--- src/rtl/cnn_mem_pkg.sv ---
// Shared types and constants for the CNN engine to BRAM memory path.
package cnn_mem_pkg;

    localparam int N_REQ_DEF   = 3;
    localparam int REQ_ID_W    = $clog2(N_REQ_DEF);
    localparam int BRAM_RD_LAT = 1;

    typedef struct packed {
        logic [31:0] addr;
        logic [3:0]  we;
        logic [31:0] wdata;
    } bram_cmd_t;

    // Requester-id width that stays at least one bit wide.
    function automatic int id_width(input int n);
        return (n > 1) ? $clog2(n) : 1;
    endfunction

endpackage

--- src/rtl/rr_arbiter.sv ---
// Round-robin grant over N requesters; search starts at the pointer, which
// advances past the winner unless held.
module rr_arbiter
    import cnn_mem_pkg::*;
#(
    parameter int N = 3
) (
    input  logic                    clk,
    input  logic                    rst,
    input  logic [N-1:0]            req,
    input  logic                    hold,
    output logic [N-1:0]            grant,
    output logic [id_width(N)-1:0]  grant_id
);
    localparam int ID_W = id_width(N);

    logic [ID_W-1:0] ptr;
    logic            grant_any;

    always_comb begin
        int idx;
        idx       = 0;
        grant     = '0;
        grant_id  = '0;
        grant_any = 1'b0;
        for (int k = 0; k < N; k++) begin
            idx = int'(ptr) + k;
            if (idx >= N) idx = idx - N;
            if (!grant_any && req[idx]) begin
                grant[idx] = 1'b1;
                grant_id   = ID_W'(idx);
                grant_any  = 1'b1;
            end
        end
    end

    always_ff @(posedge clk or posedge rst) begin
        if (rst) begin
            ptr <= '0;
        end else if (grant_any && !hold) begin
            ptr <= (int'(grant_id) == N - 1) ? '0 : grant_id + ID_W'(1);
        end
    end

endmodule

--- src/rtl/bram_port_arbiter.sv ---
// Shares one single-port BRAM between N_REQ engines: round-robin with burst
// lock, registered BRAM command, read data routed back to the issuing requester.
//
// state       | meaning
// ST_UNLOCKED | round-robin among all valid requesters
// ST_LOCKED   | only owner may be granted while it holds req_valid; pointer frozen
module bram_port_arbiter
    import cnn_mem_pkg::*;
#(
    parameter int N_REQ  = 3,
    parameter int ADDR_W = 32,
    parameter int DATA_W = 32,
    parameter int WE_W   = 4
) (
    input  logic                      clk,
    input  logic                      rst,
    input  logic [N_REQ-1:0]          req_valid,
    output logic [N_REQ-1:0]          req_ready,
    input  logic [N_REQ-1:0]          req_lock,
    input  logic [N_REQ*ADDR_W-1:0]   req_addr,
    input  logic [N_REQ*WE_W-1:0]     req_we,
    input  logic [N_REQ*DATA_W-1:0]   req_wdata,
    output logic [N_REQ-1:0]          rsp_valid,
    output logic [DATA_W-1:0]         rsp_rdata,
    output logic [ADDR_W-1:0]         BRAM_ADDR,
    output logic                      BRAM_EN,
    output logic [WE_W-1:0]           BRAM_WE,
    output logic [DATA_W-1:0]         BRAM_DIN,
    input  logic [DATA_W-1:0]         BRAM_DOUT,
    output logic                      BRAM_RST
);
    localparam int ID_W   = id_width(N_REQ);
    localparam int PIPE_D = BRAM_RD_LAT + 1;

    localparam logic [0:0] ST_UNLOCKED = 1'b0;
    localparam logic [0:0] ST_LOCKED   = 1'b1;

    typedef struct packed {
        logic [ADDR_W-1:0] addr;
        logic [WE_W-1:0]   we;
        logic [DATA_W-1:0] wdata;
    } cmd_t;

    typedef struct packed {
        logic            rd;
        logic [ID_W-1:0] id;
    } tag_t;

    logic [0:0]       lock_st;
    logic [ID_W-1:0]  owner;
    logic             lock_active;
    logic [N_REQ-1:0] rr_grant;
    logic [N_REQ-1:0] grant;
    logic [ID_W-1:0]  rr_id;
    logic [ID_W-1:0]  sel_id;
    logic             accept;
    cmd_t             cmd_in [N_REQ];
    cmd_t             sel_cmd;
    cmd_t             cmd_q;
    logic             en_q;
    tag_t             pipe [PIPE_D];

    for (genvar g = 0; g < N_REQ; g++) begin : g_unpack
        assign cmd_in[g].addr  = req_addr[g*ADDR_W +: ADDR_W];
        assign cmd_in[g].we    = req_we[g*WE_W +: WE_W];
        assign cmd_in[g].wdata = req_wdata[g*DATA_W +: DATA_W];
    end

    // A lock only binds while its owner keeps valid high; otherwise RR resumes this cycle.
    assign lock_active = (lock_st == ST_LOCKED) && req_valid[owner];

    rr_arbiter #(.N(N_REQ)) u_rr (
        .clk      (clk),
        .rst      (rst),
        .req      (req_valid),
        .hold     (lock_active),
        .grant    (rr_grant),
        .grant_id (rr_id)
    );

    always_comb begin
        grant  = rr_grant;
        sel_id = rr_id;
        if (lock_active) begin
            grant        = '0;
            grant[owner] = 1'b1;
            sel_id       = owner;
        end
    end

    assign req_ready = grant & req_valid;
    assign accept    = |req_ready;
    assign sel_cmd   = cmd_in[sel_id];

    always_ff @(posedge clk or posedge rst) begin
        if (rst) begin
            lock_st <= ST_UNLOCKED;
            owner   <= '0;
        end else if (accept) begin
            lock_st <= req_lock[sel_id] ? ST_LOCKED : ST_UNLOCKED;
            owner   <= sel_id;
        end else begin
            lock_st <= ST_UNLOCKED;
        end
    end

    always_ff @(posedge clk or posedge rst) begin
        if (rst) begin
            en_q  <= 1'b0;
            cmd_q <= '0;
        end else begin
            en_q <= accept;
            if (accept) cmd_q    <= sel_cmd;
            else        cmd_q.we <= '0;
        end
    end

    // Tag travels alongside the BRAM access so the read data lands on its issuer.
    always_ff @(posedge clk or posedge rst) begin
        if (rst) begin
            for (int k = 0; k < PIPE_D; k++) pipe[k] <= '0;
        end else begin
            pipe[0].rd <= accept && (sel_cmd.we == '0);
            pipe[0].id <= sel_id;
            for (int k = 1; k < PIPE_D; k++) pipe[k] <= pipe[k-1];
        end
    end

    always_comb begin
        rsp_valid = '0;
        rsp_rdata = '0;
        if (pipe[PIPE_D-1].rd) begin
            rsp_valid[pipe[PIPE_D-1].id] = 1'b1;
            rsp_rdata                    = BRAM_DOUT;
        end
    end

    assign BRAM_ADDR = cmd_q.addr;
    assign BRAM_WE   = cmd_q.we;
    assign BRAM_DIN  = cmd_q.wdata;
    assign BRAM_EN   = en_q;
    assign BRAM_RST  = 1'b0;

endmodule

--- config.mk ---
export PLATFORM = sky130hd
export DESIGN_NAME = bram_port_arbiter
export DESIGN_NICKNAME = d
export VERILOG_FILES = /design/src/rtl/cnn_mem_pkg.sv /design/src/rtl/rr_arbiter.sv /design/src/rtl/bram_port_arbiter.sv
export SDC_FILE = /design/constraint.sdc
export NUM_CORES = 1
export LEC_CHECK = 0
export CORE_AREA = 10 10 129 131
export CTS_CLUSTER_DIAMETER = 50
export DETAILED_ROUTE_END_ITERATION = 8
export DIE_AREA = 0 0 139 141
export DONT_BUFFER_PORTS = 1
export HOLD_SLACK_MARGIN = 0.02
export MAX_ROUTING_LAYER = met4
export PLACE_DENSITY = 0.55
export SLEW_MARGIN = 10
export SYNTH_ARGS = -nofsm -noshare
export SYNTH_HDL_FRONTEND = slang
export SYNTH_SLANG_ARGS = --single-unit
--- constraint.sdc ---
create_clock -name clk -period 3.9 [get_ports clk]
set_clock_uncertainty 0.15 [all_clocks]
set_input_delay 0.78 -clock clk [delete_from_list [all_inputs] [get_ports clk]]
set_output_delay 0.78 -clock clk [all_outputs]
set_load 0.02 [all_outputs]
== Yosys cells after proc, flatten, opt, wreduce, memory -nomap -nowiden ==
Cells that the tools add are included.
Operators by class
  $add $sub $neg: 6
  magnitude comparators: 15
  equality and inequality tests: 1
  multiplexer cells: 46
  bitwise gates (word level): 4
  reductions and logical operators: 15
Operator list (number)
  binary-select mux 68 bit (select 2 bit): 1
  two-way mux 68 bit: 2
  two-way mux 32 bit: 4
  greater-or-equal comparator 32 x 1 -> 1 bit, second input constant: 3
  less-than comparator 32 x 4 -> 1 bit, second input constant: 3
  greater-or-equal comparator 32 x 3 -> 1 bit, second input constant: 2
  subtractor 32 x 3 -> 32 bit, second input constant: 2
  two-way mux 1 bit: 18
  two-way mux 3 bit: 5
  binary-select mux 1 bit (select 2 bit): 5
  demux 1 bit (select 2 bit): 5
  logical AND 1 bit: 10
  two-way mux 2 bit: 5
  less-than comparator 2 x 3 -> 1 bit, second input constant: 3
  OR 3 bit: 2
  greater-or-equal comparator 2 x 1 -> 1 bit, second input constant: 2
  logical NOT 4 bit: 1
  two-way mux 4 bit: 1
  adder 2 x 1 -> 3 bit, second input constant: 1
  adder 2 x 2 -> 3 bit, second input constant: 1
  bitwise AND 3 bit: 1
  greater-or-equal comparator 3 bit, second input constant: 1
  logical NOT 1 bit: 3
  inverter 2 -> 3 bit: 1
  other kinds (5): 5
Word-level totals
  register bits after elaboration: 80
  logic and storage cells: 98

== Depth between registers and ports, before layout ==
Gate-level depths: netlist of the first run.
  depth after elaboration: 19
  mapped depth: 12
  mapped depth without buffers: 9

== By module ==
A second synthesis of the first run with hierarchy kept.
Unflattened totals
  cell total of the unflattened synthesis: 462
  area total of the unflattened synthesis: 5310.1 sq um
By module, submodules not included
  bram_port_arbiter: times used 1, cells an instance 403, area each 4863.4 sq um, seq. area each 1951.9 sq um
  rr_arbiter: times used 1, cells an instance 59, area each 446.7 sq um, seq. area each 50.0 sq um

== Worst setup path before layout of the first run ==
No wires, ideal clock.
  path type: in2reg
  from: input port req_valid[0]
  to: register cmd_q, in the netlist BRAM_ADDR[0]
  data arrival time: 2.784 ns
  data required time: 3.622 ns
  slack: 0.839 ns
  stages on the path: 8
  path buffers: 2
  path through: clkbuf_2 or4b_1 o21ai_0 o21ai_0 a31oi_1 nor3_4 buf_6 mux2_1
RTL lines
  start: declaration: RTL line bram_port_arbiter.sv:17  | input logic [N_REQ-1:0] req_valid,
  binary-select mux 1 bit (select 2 bit): RTL line rr_arbiter.sv:29  | if (!grant_any && req[idx]) begin
  two-way mux 1 bit (implied by the code) (2 in series): RTL line rr_arbiter.sv:29
  two-way mux 1 bit: RTL line rr_arbiter.sv:29
  logical NOT 1 bit: RTL line rr_arbiter.sv:29
  logical AND 1 bit: RTL line rr_arbiter.sv:29
  two-way mux 1 bit: RTL line rr_arbiter.sv:29
  logical NOT 1 bit: RTL line rr_arbiter.sv:29
  logical AND 1 bit: RTL line rr_arbiter.sv:29
  two-way mux 3 bit: RTL line rr_arbiter.sv:29
  two-way mux 3 bit (*): RTL line bram_port_arbiter.sv:84  | if (lock_active) begin
  bitwise AND 3 bit (*): RTL line bram_port_arbiter.sv:91  | assign req_ready = grant & req_valid;
  net req_ready[1]: RTL line bram_port_arbiter.sv:18  | output logic [N_REQ-1:0] req_ready,
  OR reduction 3 bit (*): RTL line bram_port_arbiter.sv:92  | assign accept = |req_ready;
  end signal: assignment: RTL line bram_port_arbiter.sv:113  | if (accept) cmd_q <= sel_cmd;
  end: declaration: RTL line bram_port_arbiter.sv:59  | cmd_t cmd_q;
Mark *: on every way through the listed nets, which the timed path passes. The rest lies on a longest branch. The select of a mux whose other input is x is not followed.
A chain may end at the register's enable or synchronous reset.

== Worst setup path in the final report of the first run ==
  from: register u_rr.ptr[0]
  to: output port req_ready[1]
On the way
  word-level cells in the longest chain between the ends: 14
Ends and longest elaborated chain
  start: declaration: RTL line rr_arbiter.sv:17  | logic [ID_W-1:0] ptr;
  start signal: assignment: RTL line rr_arbiter.sv:41  | ptr <= (int'(grant_id) == N - 1) ? '0 : grant_id + ID_W'(1);
  branches (longest 11 deep; another with subtractor 32 x 3 -> 32 bit)
  two-way mux 3 bit (*): RTL line rr_arbiter.sv:29
  two-way mux 3 bit (*): RTL line bram_port_arbiter.sv:84
  bitwise AND 3 bit (*): RTL line bram_port_arbiter.sv:91
  end: declaration: RTL line bram_port_arbiter.sv:18
Mark *: on every way between the ends. The select of a mux whose other input is x is not followed.

==> results of run 1 <==
-- flip-flops by register name, summed over array words and instances (netlist names) --
register and flops:
lock_st 1, BRAM_ADDR 32, BRAM_DIN 32, pipe 6, BRAM_EN 1, BRAM_WE 4, owner 2, u_rr.ptr 2
-- kinds of logic after synthesis --
logic type,after synthesis
adder cells (fa/ha/maj),4
flip-flops,80
multiplexers,75
AO/OA/AOI/OAI,202
buffers and inverters,59
other,1
AND/OR/NAND/NOR,173
-- cells in the mapped netlist (all sizes together) --
master   count  share of area
and4b        1         0.0019
nor4         1         0.0012
nor4bb       1         0.0019
a21o         1         0.0015
o21ai       47          0.045
o221ai       2         0.0034
mux2i        7          0.014
o2111ai      1         0.0017
nand2       72          0.052
a31o         1         0.0017
o211a        2         0.0039
a21oi       70          0.070
clkbuf      33          0.024
nand3b       4         0.0058
and2        32          0.039
dfrtp       80           0.39
o31ai        1         0.0015
a21boi       1         0.0015
nor3b        1         0.0015
nand3        2         0.0019
nor3         3         0.0051
or4b         1         0.0019
a2111oi      1         0.0017
a31oi       68          0.082
conb         1        0.00073
inv          7         0.0051
nand2b       5         0.0061
and3         1         0.0012
a211oi       4         0.0068
nor2        42          0.030
nor2b        6         0.0073
ha           4         0.0097
mux2        68           0.15
o211ai       2         0.0029
o31a         1         0.0017
and3b        1         0.0017
buf         19          0.027
-- layer usage --
metal  wire (um)  up-vias  global-route usage
met4         354        0              0.0599
met3        2000       25              0.0581
li1            -     2066                   -
met2       10100      309               0.329
met5           0        -                   -
met1        6900     2255               0.202
-- worst max path at each step --
| stage | slack, ns | cells past startpoint | start | to |
|---|---|---|---|---|
| after floorplan | 0.84 | 8 | req_valid[0] | BRAM_ADDR[0]$_DFFE_PP0P_ |
| after global placement | 0.68 | 10 | u_rr.ptr[1]$_DFFE_PP0P_ | pipe[5]$_DFF_PP0_ |
| after detailed placement | 0.64 | 10 | u_rr.ptr[1]$_DFFE_PP0P_ | pipe[5]$_DFF_PP0_ |
| after CTS | 0.46 | 6 | u_rr.ptr[0]$_DFFE_PP0P_ | req_ready[1] |
| after global routing | 0.28 | 9 | u_rr.ptr[1]$_DFFE_PP0P_ | pipe[5]$_DFF_PP0_ |
| final | 0.47 | 6 | u_rr.ptr[0]$_DFFE_PP0P_ | req_ready[1] |
-- power groups by stage --
stage	logic [mW]	registers, mW	clock network (mW)
after global placement	2.71	2.10	0
final	2.78	2.07	0.995
after CTS	2.81	2.09	1.02
after detailed placement	2.81	2.10	0
after floorplan	2.34	1.93	0
after global routing	3.10	2.13	1.06
-- worst max-delay path: cells and delay by family (launching register included) --
kind,cells,cell delay (ns)
flip-flops,1,0.39
adder cells (fa/ha/maj),1,0.29
buffers and inverters,1,0.08
AO/OA/AOI/OAI,3,0.84
AND/OR/NAND/NOR,1,0.56
-- metrics by stage --
stage,instances,hold slack [ns],util
2_1_floorplan,594,0.181,-
3_3_place_gp,736,0.183,0.371
3_5_place_dp,736,0.185,0.371
4_1_cts,752,0.199,0.396
5_1_grt,752,0.210,0.396
6_report,752,0.198,0.396
-- layout by cell type (no fill, tap or decap), types with 2 or more instances in the layout --
| master | netlist | final |
|---|---|---|
| nor3_1 | 2 | 2 |
| nor2b_1 | 6 | 6 |
| mux2_2 | 14 | 14 |
| a211oi_1 | 3 | 3 |
| and2_1 | 32 | 32 |
| inv_1 | 6 | 5 |
| o21ai_0 | 47 | 47 |
| a21oi_1 | 69 | 69 |
| dfrtp_1 | 80 | 80 |
| nor2_1 | 42 | 40 |
| o211ai_1 | 2 | 2 |
| buf_4 | 1 | 6 |
| nand3_1 | 2 | 2 |
| o221ai_1 | 2 | 2 |
| clkbuf_16 | 0 | 9 |
| nand2b_1 | 5 | 5 |
| ha_1 | 4 | 4 |
| o211a_1 | 2 | 2 |
| nor2_2 | 0 | 2 |
| nand2_1 | 72 | 71 |
| a31oi_1 | 68 | 68 |
| mux2i_1 | 7 | 7 |
| bufinv_16 | 0 | 3 |
| buf_12 | 0 | 4 |
| mux2_1 | 54 | 54 |
| nand3b_1 | 4 | 4 |
-- layout make-up --
type	count	area (sq um)	area share
Sequential cell	80	2000	0.356
Clock buffer	10	239	0.0425
Tap cell	184	230	0.0409
Inverter	7	27.5	0.00489
Multi-Input combinational cell	455	2890	0.513
Timing Repair Buffer	10	125	0.0222
Clock inverter	6	115	0.0205
==> flow_summary.toml, run 1 <==
[routing]
drcViolationCount = 0
finalWirelength_mm = 19.3
drt_iter0_drc = 435
vias = 4655
drt-vias-per-instance = 6.19
antenna_left = 0
first_pass_iters = 5
drt-wirelength-per-cell_um = 25.7

[setup_path]
crit_arrival_ns = 2.50
cp_slowest_cell = "a31oi_1"
path_cells = "inv_1, ha_1, or4b_1, o21ai_0, o21ai_0, a31oi_1"
required_ns = 2.97
start_kind = "register"
end_kind = "output port"
reg2reg_from = "u_rr.ptr[1]$_DFFE_PP0P_"
cp_slowest_stage_delay_ns = 0.64
worstReg2RegEnd = "pipe[5]$_DFF_PP0_"
cp_max_fo = 8
critPathKind = "reg -> out"
ff2ff_path_depth = 10
cpMostUsedCell = "o21ai_0"
r2r_slack_ns = 0.59

[power]
intPower_mw = 3.09
power_density_nw_per_um2 = 1040
p_sw_mw = 2.76
ir_drop_mv = 0.511
clkPwrFrac = 0.170
swShare = 0.472
leakage_nw = 2.27
power_frac_seq = 0.354
power_mw = 5.85
comb_power_share = 0.476

[timing]
layout_min_cycle_time_ns = 3.43
hold_viol = 0
timing.final.crit_share = 0.880
timing.final.max_slew_violations = 0
rsz0062_at_grt = "false"
tightest_slew_ns = 0.837
final.setup.worst_slack_ns = 0.468
max_slew_margin = 0.441
fin_tns_setup_ns = 0
setup_viol_count_final = 0
fmax_mhz = 291

[yosys]
synthAdderAreaFrac = 0.00968
synthSimpleGateAreaFrac = 0.159
syn_area_per_cell_sq_um = 8.70
synth_cells = 594
ys_warn_count = 0
synth.net_count = 842
ys_seq_area_frac = 0.387
synth_top_family_by_area = "compound AO/OA/AOI/OAI gates"
ys_seq_elements = 80
ys_types = 46
synth-xor-area-share = 0
synth_area_sq_um = 5170
muxShareOfSynthArea = 0.162
synth_compound_area_frac = 0.226

[grt]
grt_first_pass_wirelength_mm = 28.6
gr-usage-all-layers = 0.189
antenna_found_initial = 0
overflow = 0
grt_start_max_net_pins = 74
grt_pass1_vias = 4678

[cts]
ctsResizeCount = 0
cts_tree = "done"
cts-hold-fix-buffers = 0
cts-root-buf = "clkbuf_16"
clk_pin_slew_ns = 0.06
cts_setup_buffers = 0
numCtsBuffers = 9
cts.sinks = 80
clk_latency_ns = 0.34
cts_buffer_depth = 2
htree_levels = 3

[status]
status = "finished, final reports clean"

[place]
gp_congestion = 0.914
place_hpwl_mm = 15.0
placed_area_sq_um = 5270
place_ws_ns = 0.636
io_buffers = 0

[floorplanning]
start_util = 0.364
io_pins = 352
coreArea_sq_um = 14200
fp.dieW_um = 139
rows = 44
die_h_um = 141
die-area_sq_um = 19600

[run]
maxCapViolCount = 0

[hold_path]
hp-class = "reg -> reg"
min_from = "pipe[3]$_DFF_PP0_"
hold_depth = 0
min_to = "pipe[0]$_DFF_PP0_"

[finish]
fin_area_sq_um = 5630
antennaDiodeCount = 0
area_growth_pct = 8.81
fillers = 1420
drive_above_1_share = 0.0863
finish.net_count = 811
Note: power is estimated with default switching activity, not from simulation.
==> run 2: changes to the inputs <==
--- a/config.mk
+++ b/config.mk
@@ -11,8 +11,9 @@
 export DIE_AREA = 0 0 139 141
 export DONT_BUFFER_PORTS = 1
 export HOLD_SLACK_MARGIN = 0.02
-export MAX_ROUTING_LAYER = met4
 export PLACE_DENSITY = 0.55
+export SETUP_SLACK_MARGIN = 0.15
+export SKIP_LAST_GASP = 1
 export SLEW_MARGIN = 10
 export SYNTH_ARGS = -nofsm -noshare
 export SYNTH_HDL_FRONTEND = slang
==> run 2 against run 1 <==
Effect of this change: hold slack better by 0.0057 ns; worst setup slack worse by 0.023 ns; design area down 0.80%; flip-flop and latch count unchanged; via count down 0.52%; clock-buffer cell count unchanged; sequential power about the same; largest power group unchanged.
==> flow_summary.toml, run 2 (synthesis results as in run 1) <==
[status]
status = "finished, final reports clean"

[timing]
hold_viol = 0
layout_min_cycle_time_ns = 3.46
timing.final.max_slew_violations = 0
fin_tns_setup_ns = 0
tightest_slew_ns = 0.885
hold_slack_ns = 0.204
fmax_mhz = 289
max_slew_margin = 0.410
timing.final.crit_share = 0.886
rsz0062_at_grt = "false"
setup_viol_count_final = 0

[power]
power_density_nw_per_um2 = 1030
ir_drop_mv = 0.520
leakage_nw = 2.25

[run]
maxCapViolCount = 0

[grt]
grt_first_pass_wirelength_mm = 29.3
antenna_found_initial = 0
overflow = 0
gr-usage-all-layers = 0.187
grt_start_max_net_pins = 74
grt_pass1_vias = 4862

[cts]
cts_tree = "done"
cts_buffer_depth = 2
ctsResizeCount = 0
cts-hold-fix-buffers = 0
clk_latency_ns = 0.34
htree_levels = 3
cts_setup_buffers = 0
numCtsBuffers = 9
clk_pin_slew_ns = 0.06
cts-root-buf = "clkbuf_16"
cts.sinks = 80

[floorplanning]
die_h_um = 141
io_pins = 352
fp.dieW_um = 139
die-area_sq_um = 19600
rows = 44
coreArea_sq_um = 14200
start_util = 0.364

[setup_path]
critPathKind = "reg -> out"
cp_max_fo = 8
reg2reg_from = "u_rr.ptr[0]$_DFFE_PP0P_"
start_kind = "register"
required_ns = 2.97
critPathLaunch = "u_rr.ptr[0]$_DFFE_PP0P_"
worstReg2RegEnd = "BRAM_DIN[1]$_DFFE_PP0P_"
setup.worst_path.end = "req_ready[1]"
ff2ff_path_depth = 9
crit_arrival_ns = 2.53
r2r_slack_ns = 0.67
end_kind = "output port"

[finish]
antennaDiodeCount = 0
finish.utilization = 0.393
final_cell_mix = "dfrtp_1 (80), nand2_1 (71), a21oi_1 (69)"
final_common_cell = "dfrtp_1"
final_cells = 754
drive_above_1_share = 0.0877
finish.net_count = 813
area_growth_pct = 7.94

[routing]
finalWirelength_mm = 19.4
vias = 4631
drt-wirelength-per-cell_um = 25.7
drt_iter0_drc = 427
drcViolationCount = 0
antenna_left = 0
drt-vias-per-instance = 6.14
first_pass_iters = 6

[hold_path]
hold_depth = 0
hp-class = "reg -> reg"

[place]
place_hpwl_mm = 15.1
gp_congestion = 0.914
io_buffers = 0
placed_cells = 738
==> run 2: changes by cell type in the layout (fill, tap and decap cells not counted), sizes merged <==
cell    delta
bufinv     -1
buf        +2
inv        +1
==> run 2: worst min path at each step <==
stage                         to              start  slack (ns)
3_5_place_dp   pipe[0]$_DFF_PP0_  pipe[3]$_DFF_PP0_        0.20
5_1_grt        pipe[1]$_DFF_PP0_  pipe[4]$_DFF_PP0_        0.22
3_3_place_gp   pipe[0]$_DFF_PP0_  pipe[3]$_DFF_PP0_        0.18
4_1_cts        pipe[0]$_DFF_PP0_  pipe[3]$_DFF_PP0_        0.21
2_1_floorplan  pipe[0]$_DFF_PP0_  pipe[3]$_DFF_PP0_        0.18
6_report       pipe[0]$_DFF_PP0_  pipe[3]$_DFF_PP0_        0.20
==> run 2: metal layers <==
| metal | vias to the layer above | global-route usage | wire length, um |
|---|---|---|---|
| met3 | 31 | 0.0766 | 2170 |
| met5 | - | 0 | 0 |
| li1 | 2068 | - | - |
| met4 | 0 | 0.0703 | 418 |
| met2 | 276 | 0.334 | 10200 |
| met1 | 2256 | 0.193 | 6650 |
==> run 2: cell type report <==
class,instances,area [sq um]
fillers,1459,8620
multi-input cells,455,2890
flip-flops and latches,80,2000
well taps,184,230
clock buffers,10,229
repair buffers,12,115
clock inverters,6,90.1
inverters,7,27.5
==> run 2: through the flow <==
stage / setup slack (ns) / area, sq um / power (mW)
global placement: 0.757 / 5260 / 4.80
floorplan: 0.839 / 5170 / 4.27
global route: 0.294 / 5580 / 6.22
finish: 0.445 / 5580 / 5.77
CTS: 0.440 / 5580 / 5.83
detailed placement: 0.694 / 5260 / 4.89
==> run 2: where the power goes <==
group | switching (mW) | internal (mW)
clock network | 0.348 | 0.564
registers | 0.802 | 1.27
logic | 1.61 | 1.17
==> run 2: critical path: stages, from the launching register on <==
cell and delay, ns:
dfrtp_1 0.39, inv_1 0.08, ha_1 0.29, or4b_1 0.57, o21ai_0 0.10, o21ai_0 0.11
a31oi_1 0.63
